File: config.mk
export PLATFORM = sky130hd
export DESIGN_NAME = serial_async_rx_fifo
export DESIGN_NICKNAME = d
export VERILOG_FILES = /design/src/rtl/serial_pkg.sv /design/src/rtl/serial_rx_fifo.sv /design/src/rtl/serial_async_rx_fifo.sv
export SDC_FILE = /design/constraint.sdc
export NUM_CORES = 1
export LEC_CHECK = 0
export ABC_AREA = 1
export BUFFER_PORTS_ARGS = -buffer_cell sky130_fd_sc_hd__buf_4
export CAP_MARGIN = 15
export CORE_ASPECT_RATIO = 1.25
export CORE_MARGIN = 1
export CORE_UTILIZATION = 60
export CTS_CLUSTER_DIAMETER = 200
export DETAILED_ROUTE_END_ITERATION = 10
export PLACE_DENSITY = 0.78
export SYNTH_ARGS = -nofsm -noshare
export SYNTH_HDL_FRONTEND = slang
export SYNTH_SLANG_ARGS = --single-unit
File: constraint.sdc
create_clock -name in_clk -period 3.3 [get_ports in_clk]
set_input_delay 0.99 -clock in_clk [delete_from_list [all_inputs] [get_ports in_clk]]
set_output_delay 0.99 -clock in_clk [all_outputs]
set_load 0.05 [all_outputs]
File: src/rtl/serial_pkg.sv
// Shared types, error-flag indices and the baud-tick divisor helper for the serial receive path.
package serial_pkg;

    typedef enum logic [2:0] {
        StIdle,
        StStart,
        StData,
        StParity,
        StStop,
        StBreakWait
    } t_rx2_state;

    localparam int unsigned ERR_PARITY  = 0;
    localparam int unsigned ERR_FRAMING = 1;
    localparam int unsigned ERR_BREAK   = 2;

    // Main-clock cycles per oversampling tick; never below one.
    function automatic int unsigned tick_divisor(input int unsigned clk_hz,
                                                 input int unsigned baud_hz,
                                                 input int unsigned mult);
        int unsigned div;
        div = clk_hz / (baud_hz * mult);
        return (div < 1) ? 1 : div;
    endfunction

endpackage

File: src/rtl/serial_rx_fifo.sv
// First-word-fall-through FIFO: head word is visible combinationally while non-empty.
module serial_rx_fifo #(
    parameter int unsigned WIDTH = 11,
    parameter int unsigned DEPTH = 8
) (
    input  logic                     in_clk,
    input  logic                     in_rst_n,
    input  logic                     in_push,
    input  logic [WIDTH-1:0]         in_wdata,
    input  logic                     in_pop,
    output logic [WIDTH-1:0]         out_rdata,
    output logic                     out_full,
    output logic                     out_empty,
    output logic [$clog2(DEPTH):0]   out_level
);
    localparam int unsigned AW = $clog2(DEPTH);
    localparam logic [AW:0] FULL_LEVEL = DEPTH[AW:0];

    logic [WIDTH-1:0] mem_q [DEPTH];
    logic [AW-1:0]    wr_ptr_q, rd_ptr_q;
    logic [AW:0]      count_q;
    logic             do_push, do_pop;

    assign out_full  = (count_q == FULL_LEVEL);
    assign out_empty = (count_q == '0);
    assign out_level = count_q;
    assign out_rdata = mem_q[rd_ptr_q];

    // A pop on a full FIFO frees the slot the simultaneous push writes into.
    assign do_pop  = in_pop & ~out_empty;
    assign do_push = in_push & (~out_full | do_pop);

    always_ff @(posedge in_clk or negedge in_rst_n) begin
        if (!in_rst_n) begin
            for (int i = 0; i < int'(DEPTH); i++) mem_q[i] <= '0;
            wr_ptr_q <= '0;
            rd_ptr_q <= '0;
            count_q  <= '0;
        end else begin
            if (do_push) begin
                mem_q[wr_ptr_q] <= in_wdata;
                wr_ptr_q        <= wr_ptr_q + 1'b1;
            end
            if (do_pop) rd_ptr_q <= rd_ptr_q + 1'b1;
            case ({do_push, do_pop})
                2'b10:   count_q <= count_q + 1'b1;
                2'b01:   count_q <= count_q - 1'b1;
                default: ;
            endcase
        end
    end

endmodule

File: src/rtl/serial_async_rx_fifo.sv
// Oversampled serial receiver with FWFT receive FIFO.
// Define SERIAL_RX_MAJORITY_EN for 2-of-3 voting around each mid-bit sample.
module serial_async_rx_fifo
    import serial_pkg::*;
#(
    parameter int unsigned MAIN_CLK_HZ   = 50_000_000,
    parameter int unsigned SERIAL_CLK_HZ = 9_600,
    parameter int unsigned CLK_MULTIPLE  = 16,
    parameter int unsigned BITS          = 8,
    parameter int unsigned PARITY_BITS   = 0,
    parameter logic        EVEN_PARITY   = 1'b1,
    parameter int unsigned STOP_BITS     = 1,
    parameter logic        LOWBIT_FIRST  = 1'b1,
    parameter int unsigned FIFO_DEPTH    = 8
) (
    input  logic                          in_clk,
    input  logic                          in_rst_n,
    input  logic                          in_enable,
    input  logic                          in_serial,
    output logic [BITS-1:0]               out_data,
    output logic [2:0]                    out_err,
    output logic                          out_valid,
    input  logic                          in_ready,
    output logic [$clog2(FIFO_DEPTH):0]   out_level,
    output logic                          out_busy,
    output logic                          out_overflow
);
    localparam int unsigned DIV    = tick_divisor(MAIN_CLK_HZ, SERIAL_CLK_HZ, CLK_MULTIPLE);
    localparam int unsigned DIV_W  = (DIV > 1) ? $clog2(DIV) : 1;
    localparam int unsigned SUB_W  = $clog2(CLK_MULTIPLE);
    localparam int unsigned IDX_W  = $clog2(BITS);
    localparam int unsigned WORD_W = BITS + 3;
`ifdef SERIAL_RX_MAJORITY_EN
    localparam int unsigned DECIDE_AT = CLK_MULTIPLE / 2 + 1;
`else
    localparam int unsigned DECIDE_AT = CLK_MULTIPLE / 2;
`endif

    t_rx2_state       state_q, state_d;
    logic [1:0]       sync_q;
    logic             rx_s, rx_prev_q, start_det;
    logic [DIV_W-1:0] div_q;
    logic [SUB_W-1:0] sub_q;
    logic             tick, decide, bit_val;
    logic [BITS-1:0]  data_q;
    logic [IDX_W-1:0] idx_q, bit_pos;
    logic             par_q, par_err_q, frm_err_q, stop_q;
    logic             last_bit, last_stop, frm_now, is_break, push;
    logic [2:0]       flags;
    logic [WORD_W-1:0] fifo_rdata;
    logic             fifo_full, fifo_empty;

    assign rx_s      = sync_q[1];
    assign start_det = (state_q == StIdle) && in_enable && rx_prev_q && !rx_s;
    assign tick      = (div_q == DIV_W'(DIV - 1));
    // Sub-tick k is the tick that advances sub_q from k-1 to k.
    assign decide    = tick && (sub_q == SUB_W'(DECIDE_AT - 1));

    always_ff @(posedge in_clk or negedge in_rst_n) begin
        if (!in_rst_n) begin
            sync_q    <= 2'b11;
            rx_prev_q <= 1'b1;
            div_q     <= '0;
            sub_q     <= '0;
        end else begin
            sync_q    <= {sync_q[0], in_serial};
            rx_prev_q <= rx_s;
            div_q     <= (start_det || tick) ? '0 : div_q + 1'b1;
            if (start_det || (state_q == StBreakWait && !rx_s)) begin
                sub_q <= '0;
            end else if (tick) begin
                sub_q <= (sub_q == SUB_W'(CLK_MULTIPLE - 1)) ? '0 : sub_q + 1'b1;
            end
        end
    end

`ifdef SERIAL_RX_MAJORITY_EN
    logic [1:0] vote_q;

    always_ff @(posedge in_clk or negedge in_rst_n) begin
        if (!in_rst_n) begin
            vote_q <= 2'b11;
        end else if (tick) begin
            if (sub_q == SUB_W'(CLK_MULTIPLE / 2 - 2)) vote_q[0] <= rx_s;
            if (sub_q == SUB_W'(CLK_MULTIPLE / 2 - 1)) vote_q[1] <= rx_s;
        end
    end

    assign bit_val = (vote_q[0] & vote_q[1]) | (vote_q[0] & rx_s) | (vote_q[1] & rx_s);
`else
    assign bit_val = rx_s;
`endif

    assign last_bit  = (idx_q == IDX_W'(BITS - 1));
    assign last_stop = (STOP_BITS == 1) || stop_q;
    assign bit_pos   = LOWBIT_FIRST ? idx_q : (IDX_W'(BITS - 1) - idx_q);
    assign frm_now   = frm_err_q | ~bit_val;
    assign is_break  = frm_now && (data_q == '0);

    always_ff @(posedge in_clk or negedge in_rst_n) begin
        if (!in_rst_n) state_q <= StIdle;
        else           state_q <= state_d;
    end

    always_comb begin
        state_d = state_q;
        unique case (state_q)
            StIdle:      if (start_det) state_d = StStart;
            StStart:     if (decide) state_d = bit_val ? StIdle : StData;
            StData:      if (decide && last_bit) state_d = (PARITY_BITS != 0) ? StParity : StStop;
            StParity:    if (decide) state_d = StStop;
            StStop:      if (decide && last_stop) state_d = is_break ? StBreakWait : StIdle;
            StBreakWait: if (tick && rx_s && sub_q == SUB_W'(CLK_MULTIPLE - 1)) state_d = StIdle;
            default:     state_d = StIdle;
        endcase
    end

    always_comb begin
        push  = (state_q == StStop) && decide && last_stop;
        flags = '0;
        flags[ERR_PARITY]  = par_err_q;
        flags[ERR_FRAMING] = frm_now;
        flags[ERR_BREAK]   = is_break;
    end

    always_ff @(posedge in_clk or negedge in_rst_n) begin
        if (!in_rst_n) begin
            data_q    <= '0;
            idx_q     <= '0;
            par_q     <= 1'b0;
            par_err_q <= 1'b0;
            frm_err_q <= 1'b0;
            stop_q    <= 1'b0;
        end else if (start_det) begin
            data_q    <= '0;
            idx_q     <= '0;
            par_q     <= 1'b0;
            par_err_q <= 1'b0;
            frm_err_q <= 1'b0;
            stop_q    <= 1'b0;
        end else if (decide) begin
            case (state_q)
                StData: begin
                    data_q[bit_pos] <= bit_val;
                    par_q           <= par_q ^ bit_val;
                    idx_q           <= idx_q + 1'b1;
                end
                // Expected parity bit is the data XOR, inverted for odd sense.
                StParity: if (bit_val != (par_q ^ ~EVEN_PARITY)) par_err_q <= 1'b1;
                StStop: begin
                    if (!bit_val) frm_err_q <= 1'b1;
                    stop_q <= 1'b1;
                end
                default: ;
            endcase
        end
    end

    serial_rx_fifo #(
        .WIDTH (WORD_W),
        .DEPTH (FIFO_DEPTH)
    ) u_fifo (
        .in_clk    (in_clk),
        .in_rst_n  (in_rst_n),
        .in_push   (push),
        .in_wdata  ({flags, data_q}),
        .in_pop    (out_valid & in_ready),
        .out_rdata (fifo_rdata),
        .out_full  (fifo_full),
        .out_empty (fifo_empty),
        .out_level (out_level)
    );

    assign out_valid    = ~fifo_empty;
    assign out_data     = fifo_rdata[BITS-1:0];
    assign out_err      = fifo_rdata[WORD_W-1:BITS];
    assign out_busy     = (state_q != StIdle);
    assign out_overflow = push & fifo_full & ~(out_valid & in_ready);

endmodule
## Word-level counts from Yosys, hierarchy flattened

Index checks and enable logic that the tools add are counted.
W data, S select, Z words.

| word-level totals | value |
|---|---|
| bits in registers | 131 |
| output and inout bits | 18 |
| bits of input ports | 5 |
| word-level logic and storage cells | 137 |

| operators by class | value |
|---|---|
| equality and inequality tests | 20 |
| mux-type cells | 40 |
| bitwise logic cells | 14 |
| order comparisons | 5 |
| add/sub/neg operators | 7 |
| reduce and logical (&&, ||, !) cells | 30 |

Operator list:

| cell | number |
|---|---|
| $bwmux W88 | 1 |
| $bmux W11 S3 | 1 |
| $demux W11 S3 | 1 |
| $mux W11 | 3 |
| $mux W3 | 10 |
| $mux W8 | 3 |
| $pmux W3 S6 | 1 |
| $reduce_bool A2 Y1 | 7 |
| $logic_and A1 B1 Y1 | 12 |
| $mux W1 | 12 |
| $mux W4 | 3 |
| $ne A2 B2 Y1 const B | 5 |
| $add A3 B1 Y3 const B | 3 |
| $add A9 B1 Y9 const B | 1 |
| $eq A3 B3 Y1 const B | 3 |
| $eq A9 B9 Y1 const B | 1 |
| $mux W9 | 1 |
| $add A4 B1 Y4 const B | 2 |
| $bwmux W8 | 1 |
| $eq A4 B4 Y1 const B | 2 |
| $ge A4 B4 Y1 const B | 2 |
| $logic_not A8 Y1 | 1 |
| $not A3 Y4 | 2 |
| $pmux W4 S2 | 1 |
| other kinds (25) | 37 |

## Depth between registers and ports, before layout

Gate-level depths: netlist of the first run.

| logic depth | value |
|---|---|
| depth in word-level cells | 8 |
| gate-level depth with buffers | 16 |
| depth with buffers taken out | 16 |

## Modules after synthesis

Synthesis of the first run repeated with hierarchy kept, for this count alone.

| second synthesis, totals | value |
|---|---|
| cell total of the unflattened synthesis | 924 |
| area, all modules | 7024.2 um^2 |

By module, submodules not included:

| module | seq. area each (um^2) | instances | area each (um^2) | cells an instance |
|---|---|---|---|---|
| serial_rx_fifo | 2452.4 | 1 | 5203.7 | 696 |
| serial_async_rx_fifo | 829.5 | 1 | 1820.5 | 228 |

## Least setup slack after synthesis of the first run

OpenSTA, ideal clock, no wires.

| timing path | value |
|---|---|
| kind | input-to-output |
| from | input in_ready |
| to | output out_overflow |
| arrival | 2.293 ns |
| required time | 2.310 ns |
| setup slack | 0.017 ns |
| cell stages on the path | 3 |
| path buffers | 0 |
| cells stage by stage | nor2_1 -> nand3_1 -> nor3_1 |

| between the ends | value |
|---|---|
| cells in the longest elaborated chain, start to end | 3 |

Ends and longest elaborated chain:

| what | line | source |
|---|---|---|
| start: declaration | serial_async_rx_fifo.sv:23 | `input logic in_ready,` |
| $and A1 B1 Y1 | serial_async_rx_fifo.sv:178 | `assign out_overflow = push & fifo_full & ~(out_valid & in_ready);` |
| $not A1 Y1 | serial_async_rx_fifo.sv:178 |  |
| $and A1 B1 Y1 | serial_async_rx_fifo.sv:178 |  |
| end: declaration | serial_async_rx_fifo.sv:26 | `output logic out_overflow` |

Every way passes these cells.

## Worst setup path after layout of the first run

| timing path | value |
|---|---|
| from | register u_fifo.rd_ptr_q[0] |
| to | output out_data[6] |

| between the ends | value |
|---|---|
| cells in the longest elaborated chain, start to end | 4 |

Ends and longest elaborated chain:

| what | line | source |
|---|---|---|
| start: declaration | serial_rx_fifo.sv:20 | `logic [AW-1:0] wr_ptr_q, rd_ptr_q;` |
| start signal: assignment | serial_rx_fifo.sv:44 | `if (do_pop) rd_ptr_q <= rd_ptr_q + 1'b1;` |
| $not A3 Y4 (not written as such) | serial_rx_fifo.sv:27 | `assign out_rdata = mem_q[rd_ptr_q];` |
| $bmux W11 S3 | serial_rx_fifo.sv:27 |  |
| $mux W11 (not written as such) (2 in series) | serial_rx_fifo.sv:27 |  |
| end: declaration | serial_async_rx_fifo.sv:20 | `output logic [BITS-1:0] out_data,` |

Every way passes these cells. The select of a mux whose other input is x is not followed.

==> out/metrics.csv, run 1 <==
metric,value,unit
H-tree Lvls,4,
fin crit share,0.922,
die extent in x,96.1,µm
actual slew at the worst max-slew pin,0.820,ns
site row count,42,
worst-path maximum fanout,13,
initial DRC count,468,
count of final hold-check violations,0,
drt pass-1 iters,5,
Starting Density,0.623,
Reg-to-Reg Start,div_q[0]$_DFF_PN0_,
antenna fix cells,0,
final non-filler cell total,1004,
wire length per cell,15.9,µm
hold_buf cts,0,
DP Wirelength,10900,µm
path depth of the worst reg2reg path,15,
Routability Congestion,0.885,
core box area,10700,µm²
Layout Nets,874,
final wirelength,16000,µm
number of remaining DRC errors,0,
Max Cap Violations,0,
placed insts,972,
syn_area_per_cell,7.78,µm²
Startpoint Class,flop,
Hold EP,sync_q[1]$_DFF_PN1_,
Worst-Skew Late Latency,0.42,ns
WS Path Type,reg -> out,
first-pass GRT wire length,27300,µm
initial antenna violation count,0,
Netlist cell types,32,
vias per inst,5.75,
yosys warns,0,
Worst-path clk slew,0.05,ns
Worst EP required,2.31,ns
Power per Cell Area,730,nW/µm²
total grt overflow,0,
P&R area growth vs syn,11.7,%
Max-Slew Margin vs Limit,0.451,
setup TNS,0,ns
worst reg2reg path endpoint,u_fifo.out_level[3]$_DFFE_PN0P_,
CTS max path bufs,2,
setup violators final,0,
hold path start,sync_q[0]$_DFF_PN1_,
largest net degree at the start of global routing,57,
I/O Buffers,22,
Mapped Area,6650,µm²
max-slew violations,0,
sequential share of the synthesized area,0.494,
run status,completed,
worst vdd ir,0.000568,V
vias in the first global route,5711,
min-delay worst type,reg -> reg,
CTS buffer count,17,
Post-Syn Nets,870,
Setup crit end kind,output port,
min Tclk post-route,3.04,ns
"flops & latches, synth",131,
Setup Skew,0.00430,ns
Die H,120,µm
postcts setup bufs,0,
post-route ant nets,0,
unrepaired setup endpoints after global routing,no,
Sinks on Clock Net,131,
Leakage,3.90,nW
synthesized instance count,855,
CTS tree,yes,
Ports,23,
CTS root buf,clkbuf_16,
detailed-route via count,5775,
CP arrival,2.05,ns
total track usage,0.309,
Max Freq,329,MHz
Worst Hold Path Cells,0,
layout cell share with drive strength beyond 1,0.0998,
Reg2Reg Setup Slack,0.89,ns
post-CTS resize count,0,
die area,11500,µm²
[flip-flops by register name (all words and copies together) (netlist names)]
name and cells:
sub_q 4, rx_prev_q 1, data_q 8, u_fifo.out_level 4
u_fifo.wr_ptr_q 3, par_err_q 1, state_q 3, u_fifo.rd_ptr_q 3
sync_q 2, bit_pos 3, par_q 1, frm_err_q 1
div_q 9, u_fifo.mem_q 88
[worst max-delay path: stages, from the launching register on]
cell	delay, ns
dfrtp_1	0.39
inv_2	0.22
buf_4	0.25
nor2_1	0.07
o32ai_1	0.26
nand2_1	0.10
nand2_1	0.12
buf_4	0.21
[per-layer routing]
| layer | routed length [µm] | global-route usage | share of wire |
|---|---|---|---|
| met5 | 0 | 0 | 0 |
| met4 | 324 | 0.120 | 0.020 |
| met3 | 784 | 0.0551 | 0.049 |
| met2 | 8400 | 0.525 | 0.53 |
| met1 | 6470 | 0.384 | 0.41 |
[area by class of cell]
| type | count | area (µm²) |
|---|---|---|
| inverter | 38 | 148 |
| clock inverter | 9 | 103 |
| sequential | 131 | 3280 |
| clock buffer | 23 | 488 |
| multi-input combinational | 632 | 2920 |
| timing repair buffer | 39 | 318 |
| tap | 132 | 165 |
| fill | 885 | 3240 |
[stage by stage]
stage	worst slack [ns]	total power, mW	utilization	hold slack, ns	area (µm²)
3_5_place_dp	0.565	3.57	0.641	0.350	6830
3_3_place_gp	0.571	3.52	0.641	0.347	6830
4_1_cts	0.275	5.44	0.696	0.359	7420
2_1_floorplan	0.0170	3.03	-	0.345	6650
5_1_grt	0.134	5.69	0.696	0.361	7420
6_report	0.257	5.42	0.696	0.357	7420
[cell usage in the layout (no fill, tap or decap), drive strengths merged, types with 6 or more instances in the layout]
master and count:
a21oi 8, buf 39, clkbuf 23, dfrtp 128, ha 10, inv 37, nand2 291, nand3 120
nor2 115, nor3 8, o21ai 37, o32ai 22, xor2 6
[synth_stat cells]
cell      number  area share
buf_2         15       0.011
dfstp_2        3       0.012
nand4_1        4      0.0038
nand2_1      290        0.16
xor2_1         6      0.0079
buf_6          8       0.014
clkinv_4       1      0.0013
o21bai_1       1      0.0011
inv_2          5      0.0028
o22ai_1        1     0.00094
inv_1         32       0.018
nand3_1      119       0.090
dfrtp_1      128        0.48
xnor2_1        3      0.0040
nand2_2        1     0.00094
clkbuf_1      26       0.015
nand3b_1       1      0.0011
or2_2          2      0.0019
o32ai_1       22       0.029
a21oi_1        8      0.0060
nor2_1       111       0.063
o21ai_0       37       0.028
nor2_4         3      0.0051
nor2_2         1     0.00094
and3_1         1     0.00094
ha_1          10       0.019
buf_12         1      0.0030
nor3_1         8      0.0060
nor3b_1        1      0.0011
nand3_4        1      0.0026
buf_1          4      0.0023
nor4_4         1      0.0032
[where the power goes]
part	internal (mW)	switching, mW	leakage (nW)
sequential	1.66	0.0665	1.74
combinational	0.564	1.27	1.88
clock	1.19	0.681	0.285
total	3.41	2.02	3.90
[cell families after synthesis]
kind of cell / after synthesis / synth area share
compound gates: 69 / 0.0649
xor+xnor: 9 / 0.0119
fa+ha+maj: 10 / 0.0188
buf+inv: 92 / 0.0670
flops: 131 / 0.494
simple gates: 544 / 0.344
[worst max-delay path by stage]
stage              endpoint  slack [ns]                      startpoint
2_1_floorplan  out_overflow        0.02                        in_ready
3_3_place_gp   out_overflow        0.57                        in_ready
3_5_place_dp   out_overflow        0.57                        in_ready
4_1_cts         out_data[2]        0.28  u_fifo.rd_ptr_q[0]$_DFFE_PN0P_
5_1_grt         out_data[2]        0.13  u_fifo.rd_ptr_q[0]$_DFFE_PN0P_
6_report        out_data[6]        0.26  u_fifo.rd_ptr_q[0]$_DFFE_PN0P_
Note: power is estimated with default switching activity, not from simulation.
==> run 2: changes to the inputs <==
==> constraint.sdc (replaced) <==
create_clock -name in_clk -period 3.3 [get_ports in_clk]
set_input_delay 0.66 -clock in_clk [delete_from_list [all_inputs] [get_ports in_clk]]
set_output_delay 0.66 -clock in_clk [all_outputs]
set_load 0.05 [all_outputs]
==> out/metrics.csv, run 2 (synthesis gave the netlist of run 1 again) <==
metric,value,unit
DP Wirelength,11100,µm
actual slew at the worst max-slew pin,0.787,ns
setup violators final,0,
H-tree Lvls,4,
Setup Skew,0.00671,ns
initial DRC count,546,
Reg-to-Reg Start,sub_q[0]$_DFFE_PN0P_,
WS Path Type,reg -> out,
total power,5.36,mW
wire length per cell,16.7,µm
Max Cap Violations,0,
antenna fix cells,0,
part of the power in registers,0.322,
Die H,120,µm
CTS root buf,clkbuf_16,
P&R area growth vs syn,10.9,%
worst reg2reg path endpoint,u_fifo.mem_q[57]$_DFFE_PN0P_,
layout cell share with drive strength beyond 1,0.0955,
Pint,3.33,mW
Max Freq,358,MHz
share of total power in combinational logic,0.337,
worst-path maximum fanout,19,
post-route ant nets,0,
fin crit share,0.846,
postcts setup bufs,0,
min Tclk post-route,2.79,ns
total grt overflow,0,
die extent in x,96.1,µm
Reg2Reg Setup Slack,0.85,ns
setup TNS,0,ns
total track usage,0.321,
run status,completed,
min-delay worst type,in -> async,
Worst-Skew Late Latency,0.42,ns
detailed-route via count,5896,
CTS max path bufs,2,
I/O Buffers,22,
path depth of the worst reg2reg path,10,
number of remaining DRC errors,0,
Starting Density,0.623,
Worst EP required,2.64,ns
vias per inst,5.89,
Leakage,3.87,nW
count of final hold-check violations,0,
site row count,42,
worst vdd ir,0.000513,V
Clock power frac,0.341,
most frequent cells in the layout,"nand2_1 (290), dfrtp_1 (128), nand3_1 (119)",
Max-Slew Margin vs Limit,0.473,
CP arrival,2.13,ns
Worst-path clk slew,0.06,ns
Layout Nets,871,
Setup crit end kind,output port,
Sinks on Clock Net,131,
Routability Congestion,0.883,
CTS tree,yes,
Largest Register,u_fifo.mem_q,
hold_buf cts,0,
largest net degree at the start of global routing,68,
Largest regs,"u_fifo.mem_q x88, div_q x9, data_q x8",
Startpoint Class,flop,
sw power,2.03,mW
max reg flops,88,
core box area,10700,µm²
Ports,23,
max-slew violations,0,
net switching fraction of the power,0.379,
final wirelength,16700,µm
drt pass-1 iters,5,
die area,11500,µm²
CTS buffer count,17,
first-pass GRT wire length,28000,µm
"commonest non-fill, non-tap cell in the layout",nand2_1,
initial antenna violation count,0,
post-CTS resize count,0,
unrepaired setup endpoints after global routing,no,
Power per Cell Area,727,nW/µm²
vias in the first global route,5768,
-- run 2: cell count changes in the layout (fill, tap and decap cells not counted) --
cell / before / now
buf_4: 37 / 35
clkbuf_8: 4 / 2
buf_12: 2 / 1
clkbuf_1: 2 / 3
clkinv_2: 4 / 5
-- run 2: layout make-up --
| class | instances | area (µm²) |
|---|---|---|
| fill | 880 | 3300 |
| multi-input combinational | 632 | 2920 |
| tap | 132 | 165 |
| inverter | 38 | 148 |
| clock buffer | 22 | 464 |
| clock inverter | 10 | 108 |
| timing repair buffer | 36 | 283 |
| sequential | 131 | 3280 |
-- run 2: stage by stage --
stage	utilization	hold slack, ns	instance area [µm²]	cells	setup slack, ns
after floorplan	-	0.345	6650	855	0.626
after global placement	0.637	0.346	6800	969	0.993
after detailed placement	0.637	0.349	6800	969	0.920
after CTS	0.691	0.228	7370	1001	0.525
after global routing	0.691	0.248	7370	1001	0.394
final	0.691	0.211	7370	1001	0.507
-- run 2: how the worst max path moves through the flow --
| stage | from | end | slack [ns] |
|---|---|---|---|
| after detailed placement | sub_q[0]$_DFFE_PN0P_ | u_fifo.mem_q[56]$_DFFE_PN0P_ | 0.92 |
| after floorplan | u_fifo.out_level[1]$_DFFE_PN0P_ | out_overflow | 0.63 |
| final | u_fifo.rd_ptr_q[0]$_DFFE_PN0P_ | out_data[5] | 0.51 |
| after global placement | u_fifo.rd_ptr_q[0]$_DFFE_PN0P_ | out_data[5] | 0.99 |
| after global routing | u_fifo.rd_ptr_q[0]$_DFFE_PN0P_ | out_data[1] | 0.39 |
| after CTS | u_fifo.rd_ptr_q[0]$_DFFE_PN0P_ | out_data[5] | 0.52 |
-- run 2: metal layers --
metal	global-route usage	wire, µm	vias to the layer above
met1	0.395	6580	2812
li1	-	-	2771
met3	0.0735	1130	60
met2	0.529	8420	253
met5	0	0	-
met4	0.149	559	0
-- run 2: power groups by stage --
stage	Combinational (mW)	Sequential, mW	Clock [mW]
floorplan	1.22	1.81	0
global placement	1.77	1.75	0
detailed placement	1.79	1.75	0
CTS	1.81	1.73	1.84
global route	1.97	1.73	1.92
finish	1.81	1.73	1.83
-- run 2: worst max-delay path: stages, from the launching register on --
cell and delay [ns]:
dfrtp_1 0.38, inv_2 0.22, buf_4 0.30, nor2_1 0.06
o32ai_1 0.34, nand2_1 0.11, nand2_1 0.10, buf_4 0.20
